<file path="src/rtl/status_led_pkg.sv">
// Shared definitions for the status LED controller.
// Contents: mode encodings, field widths and small frame helpers used by the top level.
package status_led_pkg;

    localparam int unsigned MODE_W = 3;
    localparam int unsigned CODE_W = 4;
    // Holds 2*C+3 for the largest code (33).
    localparam int unsigned SLOT_W = CODE_W + 2;

    typedef enum logic [MODE_W-1:0] {
        MODE_OFF   = 3'd0,
        MODE_ON    = 3'd1,
        MODE_BLINK = 3'd2,
        MODE_FLASH = 3'd3,
        MODE_FAULT = 3'd4
    } led_mode_e;

    // Last slot index of a flash frame: 2*C+3.
    function automatic logic [SLOT_W-1:0] frame_last(input logic [CODE_W-1:0] code);
        return {1'b0, code, 1'b0} + SLOT_W'(3);
    endfunction

    // Flash pattern: lit on even slots below 2*C.
    function automatic logic flash_on(input logic [SLOT_W-1:0] slot,
                                      input logic [CODE_W-1:0] code);
        return (slot < {1'b0, code, 1'b0}) && !slot[0];
    endfunction

endpackage

</file>
<file path="src/rtl/lock_qualifier.sv">
// PLL lock qualifier: two-flop synchroniser followed by a saturating run-length filter.
// Ports:
//   i_clk    - clock
//   i_rst_n  - asynchronous active-low reset
//   i_lock   - raw PLL lock, asynchronous to i_clk
//   o_locked - registered; high while LOCK_FILT consecutive synchronised high cycles are seen
module lock_qualifier #(
    parameter int unsigned LOCK_FILT = 16
) (
    input  logic i_clk,
    input  logic i_rst_n,
    input  logic i_lock,
    output logic o_locked
);

    localparam int unsigned FILT_W = $clog2(LOCK_FILT + 1);
    localparam logic [FILT_W-1:0] FiltMax = FILT_W'(LOCK_FILT);

    logic              sync1_q, sync2_q;
    logic [FILT_W-1:0] filt_q, filt_d;
    logic              locked_q;

    always_comb begin
        filt_d = '0;
        if (sync2_q) begin
            filt_d = (filt_q == FiltMax) ? filt_q : filt_q + 1'b1;
        end
    end

    always_ff @(posedge i_clk or negedge i_rst_n) begin
        if (!i_rst_n) begin
            sync1_q  <= 1'b0;
            sync2_q  <= 1'b0;
            filt_q   <= '0;
            locked_q <= 1'b0;
        end else begin
            sync1_q  <= i_lock;
            sync2_q  <= sync1_q;
            filt_q   <= filt_d;
            // Registered from the next filter value so it tracks filt_q exactly.
            locked_q <= (filt_d == FiltMax);
        end
    end

    assign o_locked = locked_q;

endmodule

</file>
<file path="src/rtl/status_led_ctrl.sv">
// Multi-channel status LED controller driven from a lock-gated free-running divider.
// Ports:
//   i_clk    - clock
//   i_rst_n  - asynchronous active-low reset
//   i_lock   - raw PLL lock (asynchronous)
//   i_mode   - per-channel 3-bit mode, channel k at [3k+2:3k]
//   i_code   - per-channel 4-bit flash count, channel k at [4k+3:4k]
//   o_led    - registered LED drives (ACTIVE_LOW=1: 0 means lit)
//   o_locked - qualified lock flag
//   o_tick   - one-cycle pulse at every slot boundary while locked
module status_led_ctrl
    import status_led_pkg::*;
#(
    parameter int unsigned N_CH       = 2,
    parameter int unsigned DIV_W      = 25,
    parameter int unsigned LOCK_FILT  = 16,
    parameter bit          ACTIVE_LOW = 1'b1
) (
    input  logic                   i_clk,
    input  logic                   i_rst_n,
    input  logic                   i_lock,
    input  logic [MODE_W*N_CH-1:0] i_mode,
    input  logic [CODE_W*N_CH-1:0] i_code,
    output logic [N_CH-1:0]        o_led,
    output logic                   o_locked,
    output logic                   o_tick
);

    logic locked;

    lock_qualifier #(
        .LOCK_FILT (LOCK_FILT)
    ) u_lock_qualifier (
        .i_clk    (i_clk),
        .i_rst_n  (i_rst_n),
        .i_lock   (i_lock),
        .o_locked (locked)
    );

    assign o_locked = locked;

    // Divider and slot tick
    logic [DIV_W-1:0] div_q, div_d;
    logic             tick_q, tick_d;

    always_comb begin
        div_d  = locked ? div_q + 1'b1 : '0;
        // Low bits about to wrap: the next state starts a new slot.
        tick_d = locked && (&div_q[DIV_W-4:0]);
    end

    always_ff @(posedge i_clk or negedge i_rst_n) begin
        if (!i_rst_n) begin
            div_q  <= '0;
            tick_q <= 1'b0;
        end else begin
            div_q  <= div_d;
            tick_q <= tick_d;
        end
    end

    // A tick registered in the last locked cycle must not leak into the unlocked state.
    assign o_tick = tick_q & locked;

    // Per-channel frame state
    logic [MODE_W-1:0] mode_q [N_CH];
    logic [CODE_W-1:0] code_q [N_CH];
    logic [CODE_W-1:0] code_d [N_CH];
    logic [SLOT_W-1:0] slot_q [N_CH];
    logic [SLOT_W-1:0] slot_d [N_CH];
    logic [N_CH-1:0]   lit;
    logic [N_CH-1:0]   led_q;

    // Slot counters run regardless of mode so a switch into FLASH joins the live frame.
    // While unlocked the counter sits at slot 0 and the code latch follows i_code,
    // so the first frame after lock uses the code present at lock time.
    always_comb begin
        for (int k = 0; k < N_CH; k++) begin
            slot_d[k] = slot_q[k];
            code_d[k] = code_q[k];
            if (!locked) begin
                slot_d[k] = '0;
                code_d[k] = i_code[CODE_W*k +: CODE_W];
            end else if (tick_d) begin
                if (slot_q[k] == frame_last(code_q[k])) begin
                    slot_d[k] = '0;
                    code_d[k] = i_code[CODE_W*k +: CODE_W];
                end else begin
                    slot_d[k] = slot_q[k] + 1'b1;
                end
            end
        end
    end

    always_comb begin
        for (int k = 0; k < N_CH; k++) begin
            lit[k] = 1'b0;
            case (mode_q[k])
                MODE_ON:    lit[k] = 1'b1;
                MODE_BLINK: lit[k] = div_q[DIV_W-1];
                MODE_FLASH: lit[k] = flash_on(slot_q[k], code_q[k]);
                MODE_FAULT: lit[k] = !locked;
                default:    lit[k] = 1'b0;
            endcase
        end
    end

    always_ff @(posedge i_clk or negedge i_rst_n) begin
        if (!i_rst_n) begin
            for (int k = 0; k < N_CH; k++) begin
                mode_q[k] <= '0;
                code_q[k] <= '0;
                slot_q[k] <= '0;
            end
            led_q <= {N_CH{ACTIVE_LOW}};
        end else begin
            for (int k = 0; k < N_CH; k++) begin
                mode_q[k] <= i_mode[MODE_W*k +: MODE_W];
                code_q[k] <= code_d[k];
                slot_q[k] <= slot_d[k];
            end
            led_q <= lit ^ {N_CH{ACTIVE_LOW}};
        end
    end

    assign o_led = led_q;

endmodule
</file>
<file path="config.mk">
export PLATFORM = sky130hd
export DESIGN_NAME = status_led_ctrl
export DESIGN_NICKNAME = d
export VERILOG_FILES = /design/src/rtl/status_led_pkg.sv /design/src/rtl/lock_qualifier.sv /design/src/rtl/status_led_ctrl.sv
export SDC_FILE = /design/constraint.sdc
export NUM_CORES = 1
export LEC_CHECK = 0
export ABC_CLOCK_PERIOD_IN_PS = 6720
export BUFFER_PORTS_ARGS = -buffer_cell sky130_fd_sc_hd__buf_2
export CORE_MARGIN = 8
export CORE_UTILIZATION = 35
export CTS_CLUSTER_DIAMETER = 100
export DETAILED_ROUTE_END_ITERATION = 12
export HOLD_SLACK_MARGIN = 0.03
export PLACE_DENSITY = 0.58
export SLEW_MARGIN = 20
export SYNTH_ARGS = -nofsm -noshare
export SYNTH_HDL_FRONTEND = slang
export SYNTH_SLANG_ARGS = --single-unit
</file>
<file path="constraint.sdc">
create_clock -name i_clk -period 6.72 [get_ports i_clk]
set_input_delay 1.344 -clock i_clk [delete_from_list [all_inputs] [get_ports i_clk]]
set_output_delay 1.344 -clock i_clk [all_outputs]
set_load 0.02 [all_outputs]
</file>
==> impl_metrics.toml, run 1 <==
[placed_design]
dp_hpwl_um = 4160
io_buffer_count = 20
place.gp.congestion = 0.762
dp.cells = 441

[yosys]
synth_area_leaders = "dfrtp_1, ha_1, xnor2_1"
synth_top_cell_area_share_pct = 47.2
syn_nets = 349
synth_edf_count = 0
synth.avg_cell_area_um2 = 10.0
yosysTopAreaCell = "dfrtp_1"
yosys-top-cells-count = "dfrtp_1, nor2_1, nand3_1, nand2_1, xnor2_1"
synth-async-reset-ratio_pct = 100
ys_types = 45
yosysWarnings = 0
synth_seq_area_share_pct = 48.8
syn_inst = 317
syn_area_mm2 = 0.00318
ys.flop_type = "dfrtp_1"
ys_ff_latch = 62
synth.most_common_cell = "dfrtp_1"

[cts]
cts_buffers = 9
hold_buffers = 0
root_buffer = "clkbuf_8"
clkSinkCount = 62
clkLatencyLatePin_ns = 0.34
clk_pin_slew_ns = 0.07
h-tree-depth = 3
clockBufferDepth = 2
post_cts_buffers = 0
ctsResizeCount = 0
cts_tree = "yes"

[power_and_ir_drop]
vdd_drop_max_uv = 90.8
power_density_mw_per_mm2 = 205
finalPower_uw = 736
power.leakage_nw = 1.47

[timing]
setup_viol = 0
min_period_over_period_pct = 40.2
tightest_slew_ns = 0.986
final.setup.tns_ns = 0
hold_viol_final = 0
period_needed_ns = 2.70
finalHoldWorstSlack_ns = 0.356
grt_setup_unrepaired = "false"
skew_ns = 0.00919
relSlewSlack_pct = 34.1
fmax_mhz = 370
finalMaxSlewViolations = 0

[worst_setup_path]
crit_fanout = 15
start_kind = "flop"
criticalPathCategory = "flop to primary output"
worstPathRequired_ns = 5.38
rr_endpoint = "code_q[1]$_DFFE_PN0P_"
rr_startpoint = "div_q[0]$_DFF_PN0_"
reg2regPathDepth = 6
cp.arrival_ns = 1.36
end_kind = "primary output"
rrSetupSlack_ns = 4.19

[hold_path]
hold_path_depth = 0
min_to = "u_lock_qualifier.sync2_q$_DFF_PN0_"
min_path_type = "flop to flop"
hp-start = "u_lock_qualifier.sync1_q$_DFF_PN0_"

[global_route]
grtUsageTotal_pct = 10.4
antenna_found_initial = 0
grt_pass1_vias = 2427
grt_max_degree = 63
grt_overflow = 0
grt_pass1_wl_um = 10900

[outcome]
status = "finished clean"

[die]
dieArea_mm2 = 0.0124
num_rows = 35
core_mm2 = 0.00902
start_util_pct = 35.3
die_h_um = 111
die_x_um = 111
io_pins = 21

[route]
via_per_inst = 5.08
post_drt_wl_per_cell_um = 13.3
via_count = 2320
drc = 0
drtIter0Drc = 63
drtAntennaViolNets = 0
wl_um = 6070
dr.pass1.iters = 4

[final_layout]
area_growth_pct = 12.6
fill_cells = 890
fin_nets = 373
seq_area_mm2 = 0.00155
finalNonFillerCells = 457
drive_gt1_share_pct = 14.7
multi_input_area_mm2 = 0.00154
num_antenna_cells = 0

[run]
cap_violations = 0
-- through the flow --
step / utilization [%] / cell area [µm²] / setup slack, ns
final: 39.7 / 3580 / 4.02
after detailed placement: 37.6 / 3400 / 4.16
after global placement: 37.6 / 3400 / 4.24
after floorplan: - / 3180 / 4.32
after CTS: 39.7 / 3580 / 3.97
after global routing: 39.7 / 3580 / 3.92
-- registers in the layout (all words and copies together) (netlist names) --
register	cells
o_led	2
slot_q	12
u_lock_qualifier.sync2_q	1
mode_q	6
u_lock_qualifier.sync1_q	1
code_q	8
u_lock_qualifier.filt_q	5
tick_q	1
div_q	25
u_lock_qualifier.o_locked	1
-- worst max-delay path: stages (launching register included) --
cell	delay, ns
dfrtp_1	0.66
and2_1	0.20
buf_2	0.16
-- worst max path at each step --
| stage | start | endpoint | slack (ns) | cells after the start |
|---|---|---|---|---|
| 2_1_floorplan | u_lock_qualifier.o_locked$_DFF_PN0_ | o_tick | 4.32 | 2 |
| 3_5_place_dp | div_q[0]$_DFF_PN0_ | code_q[1]$_DFFE_PN0P_ | 4.16 | 6 |
| 3_3_place_gp | div_q[0]$_DFF_PN0_ | code_q[1]$_DFFE_PN0P_ | 4.24 | 6 |
| 6_report | u_lock_qualifier.o_locked$_DFF_PN0_ | o_tick | 4.02 | 2 |
| 5_1_grt | u_lock_qualifier.o_locked$_DFF_PN0_ | o_tick | 3.92 | 2 |
| 4_1_cts | u_lock_qualifier.o_locked$_DFF_PN0_ | o_tick | 3.97 | 2 |
-- cell families (layout without fill, tap and decap cells) --
kind of cell / Yosys count / after routing / share of synthesized area [%]
AND/OR/NAND/NOR: 140 / 140 / 23.3
flip-flops: 62 / 62 / 48.8
AO/OA/AOI/OAI: 35 / 35 / 7.11
XOR/XNOR: 33 / 33 / 9.08
buffers and inverters: 24 / 53 / 2.99
adder cells (fa/ha/maj): 15 / 15 / 5.89
multiplexers: 8 / 8 / 2.83
-- power by group --
group / internal (mW) / switching (mW)
Sequential: 0.381 / 0.00630
Clock: 0.168 / 0.148
Combinational: 0.0146 / 0.0176
Total: 0.564 / 0.172
-- routing by layer --
layer | share of wire [%] | routed length, µm | GRT usage [%] | vias to the layer above
met5 | 0 | 0 | 0 | -
met4 | 1.6 | 100 | 4.62 | 0
met3 | 1.7 | 106 | 2.42 | 10
met2 | 50 | 3060 | 17.5 | 14
met1 | 46 | 2800 | 12.4 | 1138
li1 | - | - | - | 1158
-- cell usage in the layout (no fill, tap or decap), drive strengths merged, types with 3 or more instances in the layout --
cell / netlist / layout
dfrtp: 60 / 60
nand3b: 4 / 4
xnor2: 18 / 18
or4b: 3 / 3
xor2: 15 / 15
or3: 4 / 4
nand3: 25 / 25
and3: 5 / 5
and2: 6 / 6
o21ai: 8 / 8
mux2: 8 / 8
clkbuf: 5 / 9
clkinv: 0 / 4
and4: 4 / 4
nand4: 12 / 12
nor3: 11 / 11
inv: 16 / 16
nand2: 22 / 22
o211ai: 5 / 5
a31oi: 4 / 4
buf: 3 / 21
nor2: 29 / 29
ha: 15 / 15
o21a: 3 / 3
nor2b: 5 / 5
a21oi: 8 / 8
-- layout make-up --
type / instances / share of cell area (%)
clock inverter: 7 / 1.82
multi-input combinational: 231 / 42.8
tap: 111 / 3.87
sequential: 62 / 43.4
clock buffer: 9 / 3.46
inverter: 16 / 1.68
timing repair buffer: 21 / 3.00
Note: power is estimated with default switching activity, not from simulation.
==> run 2: changes to the inputs <==
ABC_CLOCK_PERIOD_IN_PS = 2200   (was 6720)
PLACE_DENSITY = 0.6   (was 0.58)
clock period = 2.2 ns   (was 6.72 ns; I/O delays follow)
==> impl_metrics.toml, run 2 (synthesis gave the netlist of run 1 again) <==
[worst_setup_path]
start_kind = "flop"
end_kind = "flop"
crit_fanout = 9
reg2regPathDepth = 8
cp_slowest_cell = "or4_4"
rr_endpoint = "code_q[6]$_DFFE_PN0P_"
worstPathCellList = "ha_2 -> and4_4 -> nand3_2 -> or4_4 -> buf_6 -> o21ai_1 -> buf_4 -> mux2_2"
criticalPathCategory = "flop to flop"
rr_startpoint = "div_q[1]$_DFF_PN0_"
max_stage_delay_ns = 0.43
rrSetupSlack_ns = 0.04
cp.arrival_ns = 2.39
worstPathRequired_ns = 2.43

[power_and_ir_drop]
vdd_drop_max_uv = 258
clkPwrFrac_pct = 43.1
switchingPower_uw = 508
p_seq_share_pct = 52.2
internal_power_mw = 1.76
combPwrFrac_pct = 4.7
swShare_pct = 22.4
power.leakage_nw = 1.60
power_density_mw_per_mm2 = 596

[timing]
period_needed_ns = 2.16
finalHoldWorstSlack_ns = 0.0893
setup_viol = 0
relSlewSlack_pct = 71.2
fmax_mhz = 462
grt_setup_unrepaired = "true"
finalMaxSlewViolations = 0
hold_viol_final = 0
min_period_over_period_pct = 98.3
skew_ns = 0.00987
tightest_slew_ns = 0.432
final.setup.tns_ns = 0

[outcome]
status = "finished clean"

[hold_path]
min_path_type = "input pin to async pin"

[final_layout]
area_growth_pct = 19.4
largest-register = "div_q"
multi_input_area_mm2 = 0.00155
utilization_pct = 42.1
seq_area_mm2 = 0.00155
num_antenna_cells = 0
drive_gt1_share_pct = 20.8
reg.largest.list = "div_q x25, slot_q x12, code_q x8"
finalNonFillerCells = 481
fill_cells = 875
layout.cells.most_common = "dfrtp_1"
largest_reg_flops = 25
stdcell_area_mm2 = 0.00380
final_cell_mix = "dfrtp_1, nor2_1, nand3_1, buf_4, nand2_1"
fin_nets = 398

[placed_design]
place.gp.congestion = 0.808
dp.cells = 463
dp_hpwl_um = 4290
io_buffer_count = 20
dpl_cell_area_mm2 = 0.00357

[global_route]
grt_pass1_wl_um = 10800
antenna_found_initial = 0
grtUsageTotal_pct = 10.3
grt_max_degree = 63
grt_overflow = 0
grt_pass1_vias = 2438

[run]
cap_violations = 0

[route]
via_count = 2394
dr.pass1.iters = 4
drtIter0Drc = 140
wl_um = 6200
post_drt_wl_per_cell_um = 12.9
drtAntennaViolNets = 0
via_per_inst = 4.98
drc = 0

[cts]
clkSinkCount = 62
clkLatencyLatePin_ns = 0.34
cts_tree = "yes"
cts_buffers = 9
clk_pin_slew_ns = 0.07
clockBufferDepth = 2
root_buffer = "clkbuf_8"
h-tree-depth = 3

[die]
io_pins = 21
core_mm2 = 0.00902
die_x_um = 111
die_h_um = 111
dieArea_mm2 = 0.0124
num_rows = 35
start_util_pct = 35.3
run 2: cell count changes in the layout (fill, tap and decap cells not counted), sizes merged:
| cell | before | now |
|---|---|---|
| clkinv | 4 | 2 |
| buf | 21 | 46 |
| clkinvlp | 2 | 1 |
| clkbuf | 9 | 11 |
run 2: timing repair:
item                                    4_1_cts  5_1_grt
hold buffers                                  0        0
endpoints found under the setup margin        0       11
gates resized for setup                       0        5
setup buffers                                 0        3
run 2: area by class of cell:
class / instances / share of cell area [%]
sequential: 62 / 40.9
multi-input combinational: 231 / 40.7
inverter: 16 / 1.58
clock buffer: 11 / 3.72
timing repair buffer: 46 / 8.19
clock inverter: 4 / 1.25
tap: 111 / 3.65
run 2: metal layers:
| metal | wire, µm | up-vias | GRT usage (%) |
|---|---|---|---|
| li1 | - | 1213 | - |
| met1 | 2870 | 1136 | 12.1 |
| met2 | 3020 | 32 | 17.0 |
| met3 | 154 | 13 | 2.15 |
| met4 | 151 | 0 | 6.22 |
| met5 | 0 | - | 0 |
run 2: power by group through the flow:
stage | combinational (mW) | sequential (mW) | clock (mW)
floorplan | 0.0499 | 1.20 | 0
global placement | 0.104 | 1.20 | 0
detailed placement | 0.107 | 1.20 | 0
CTS | 0.109 | 1.18 | 1.02
global route | 0.123 | 1.19 | 1.06
finish | 0.107 | 1.18 | 0.977
run 2: how the worst max path moves through the flow:
| stage | cells after the start | endpoint | startpoint |
|---|---|---|---|
| floorplan | 7 | code_q[1]$_DFFE_PN0P_ | div_q[0]$_DFF_PN0_ |
| global placement | 8 | code_q[6]$_DFFE_PN0P_ | div_q[0]$_DFF_PN0_ |
| detailed placement | 8 | code_q[6]$_DFFE_PN0P_ | div_q[0]$_DFF_PN0_ |
| CTS | 8 | code_q[6]$_DFFE_PN0P_ | div_q[0]$_DFF_PN0_ |
| global route | 8 | code_q[6]$_DFFE_PN0P_ | div_q[0]$_DFF_PN0_ |
| finish | 8 | code_q[6]$_DFFE_PN0P_ | div_q[1]$_DFF_PN0_ |
run 2: through the flow:
stage          total power, mW  worst slack, ns
2_1_floorplan             1.25          -0.0209
3_3_place_gp              1.31           0.0547
3_5_place_dp              1.31           0.0249
4_1_cts                   2.31           0.0269
5_1_grt                   2.37          -0.0418
6_report                  2.27           0.0375
run 2: worst max-delay path, delay by kind of cell, from the launching register on:
kind / cells / cell delay, ns
buffers and inverters: 2 / 0.31
DFF: 1 / 0.35
muxes: 1 / 0.32
adders and majority gates: 1 / 0.18
AOI/OAI and AO/OA: 1 / 0.16
and+or+nand+nor: 3 / 0.73
==> run 3: changes to the inputs <==
CELL_PAD_IN_SITES_DETAIL_PLACEMENT = 1   (was not set)
CELL_PAD_IN_SITES_GLOBAL_PLACEMENT = 2   (was not set)
PLACE_DENSITY = 0.82   (was 0.6)
==> impl_metrics.toml, run 3 (synthesis gave the netlist of run 1 again) <==
[timing]
hold_viol_final = 0
finalMaxSlewViolations = 0
tightest_slew_ns = 0.594
period_needed_ns = 2.13
min_period_over_period_pct = 96.7
finalHoldWorstSlack_ns = 0.203
setup_viol = 0
relSlewSlack_pct = 60.4
final.setup.tns_ns = 0
fmax_mhz = 470
skew_ns = 0.00708

[final_layout]
largest_reg_flops = 25
area_growth_pct = 21.7
fin_nets = 401
utilization_pct = 43.0
largest-register = "div_q"
finalNonFillerCells = 485
drive_gt1_share_pct = 21.9
final_cell_mix = "dfrtp_1, nor2_1, buf_4, nand3_1, nand2_1"
reg.largest.list = "div_q x25, slot_q x12, code_q x8"
num_antenna_cells = 0
layout.cells.most_common = "dfrtp_1"

[hold_path]
hold_path_depth = 1
min_to = "u_lock_qualifier.sync1_q$_DFF_PN0_"
hp-start = "i_lock"
min_path_type = "input pin to flop"

[placed_design]
io_buffer_count = 20
place.gp.congestion = 0.796
dp_hpwl_um = 5320
dp.cells = 461

[worst_setup_path]
cp_slowest_cell = "or4b_4"
rrSetupSlack_ns = 0.07
rr_endpoint = "slot_q[10]$_DFFE_PN0P_"
cp_num_buf_inv = 0
rr_startpoint = "div_q[1]$_DFF_PN0_"
crit_fanout = 5
start_kind = "flop"
criticalPathCategory = "flop to flop"
worstPathCellList = "ha_2 -> and4_4 -> nand3_4 -> or4_4 -> or4b_4 -> a31oi_2"
worstPathRequired_ns = 2.46
reg2regPathDepth = 6
end_kind = "flop"
cp.arrival_ns = 2.39
max_stage_delay_ns = 0.51
crit_family = "simple AND/OR/NAND/NOR gates"

[cts]
cts_tree = "yes"
clkLatencyLatePin_ns = 0.34
h-tree-depth = 3
clockBufferDepth = 2
root_buffer = "clkbuf_8"
clk_pin_slew_ns = 0.07
clkSinkCount = 62
cts_buffers = 9

[global_route]
grt_pass1_wl_um = 13400
grt_busiest_layer = "met2"
grt.met3_usage_pct = 4.03
grt_max_degree = 34
grt_overflow = 0
antenna_found_initial = 0
grtUsageMet2_pct = 21.9
grtUsageMet1_pct = 15.5
grtUsageTotal_pct = 13.1
grt_pass1_vias = 2761

[die]
core_mm2 = 0.00902
die_h_um = 111
io_pins = 21
dieArea_mm2 = 0.0124
num_rows = 35
die_x_um = 111
start_util_pct = 35.3

[route]
drtAntennaViolNets = 0
dr.pass1.iters = 4
wl_um = 7780
drtIter0Drc = 86
via_per_inst = 5.25
post_drt_wl_per_cell_um = 16.0
drc = 0
via_count = 2547

[power_and_ir_drop]
p_seq_share_pct = 49.2
combPwrFrac_pct = 4.7
vdd_drop_max_uv = 278
power_density_mw_per_mm2 = 621
clkPwrFrac_pct = 46.1
swShare_pct = 21.7
power.leakage_nw = 1.62
switchingPower_uw = 523
internal_power_mw = 1.88

[run]
cap_violations = 0

[outcome]
status = "finished clean"
-- run 3: stage by stage --
step	instance area, µm²	worst slack [ns]	power [mW]
CTS	3830	-0.00841	2.44
detailed placement	3560	-0.112	1.32
global placement	3560	-0.0381	1.31
global route	3880	-0.0136	2.49
finish	3880	0.0720	2.41
floorplan	3180	-0.0209	1.25
-- run 3: timing repair --
item / 4_1_cts / 5_1_grt
setup buffers: 2 / 4
hold buffers: 1 / 0
gates resized for setup: 7 / 3
pin swaps: 9 / 4
cloned: 1 / 0
endpoints found under the setup margin: 11 / 11
hold endpoints to repair: 2 / 0
-- run 3: worst max path at each step --
| stage | start | endpoint | cells past startpoint |
|---|---|---|---|
| global route | div_q[12]$_DFF_PN0_ | slot_q[10]$_DFFE_PN0P_ | 5 |
| detailed placement | div_q[1]$_DFF_PN0_ | code_q[7]$_DFFE_PN0P_ | 7 |
| global placement | div_q[1]$_DFF_PN0_ | code_q[7]$_DFFE_PN0P_ | 7 |
| floorplan | div_q[0]$_DFF_PN0_ | code_q[1]$_DFFE_PN0P_ | 7 |
| CTS | div_q[1]$_DFF_PN0_ | slot_q[10]$_DFFE_PN0P_ | 6 |
| finish | div_q[1]$_DFF_PN0_ | slot_q[10]$_DFFE_PN0P_ | 6 |
-- run 3: final cells by class --
type                    instances  area [µm²]
multi-input cells             232        1580
flip-flops and latches         62        1550
well taps                     111         139
clock buffers                  12         145
repair buffers                 48         329
inverters                      16        60.1
fillers                      1025        5140
clock inverters                 4        70.1
-- run 3: worst reg2reg max path: cells and delay by family (launching register included) --
family	cells	cell delay, ns
simple gates	4	1.29
flops	1	0.37
compound gates	1	0.20
fa+ha+maj	1	0.18
-- run 3: layer usage --
metal	part of all wire, %	vias up
met2	49	25
met1	47	1291
met5	0	-
met3	2.9	10
li1	-	1221
met4	1.4	0
-- run 3: power by group through the flow --
stage	clock network [mW]	logic, mW	registers, mW
floorplan	0	0.0499	1.20
global placement	0	0.105	1.20
detailed placement	0	0.111	1.20
CTS	1.14	0.114	1.18
global route	1.18	0.129	1.19
finish	1.11	0.112	1.18
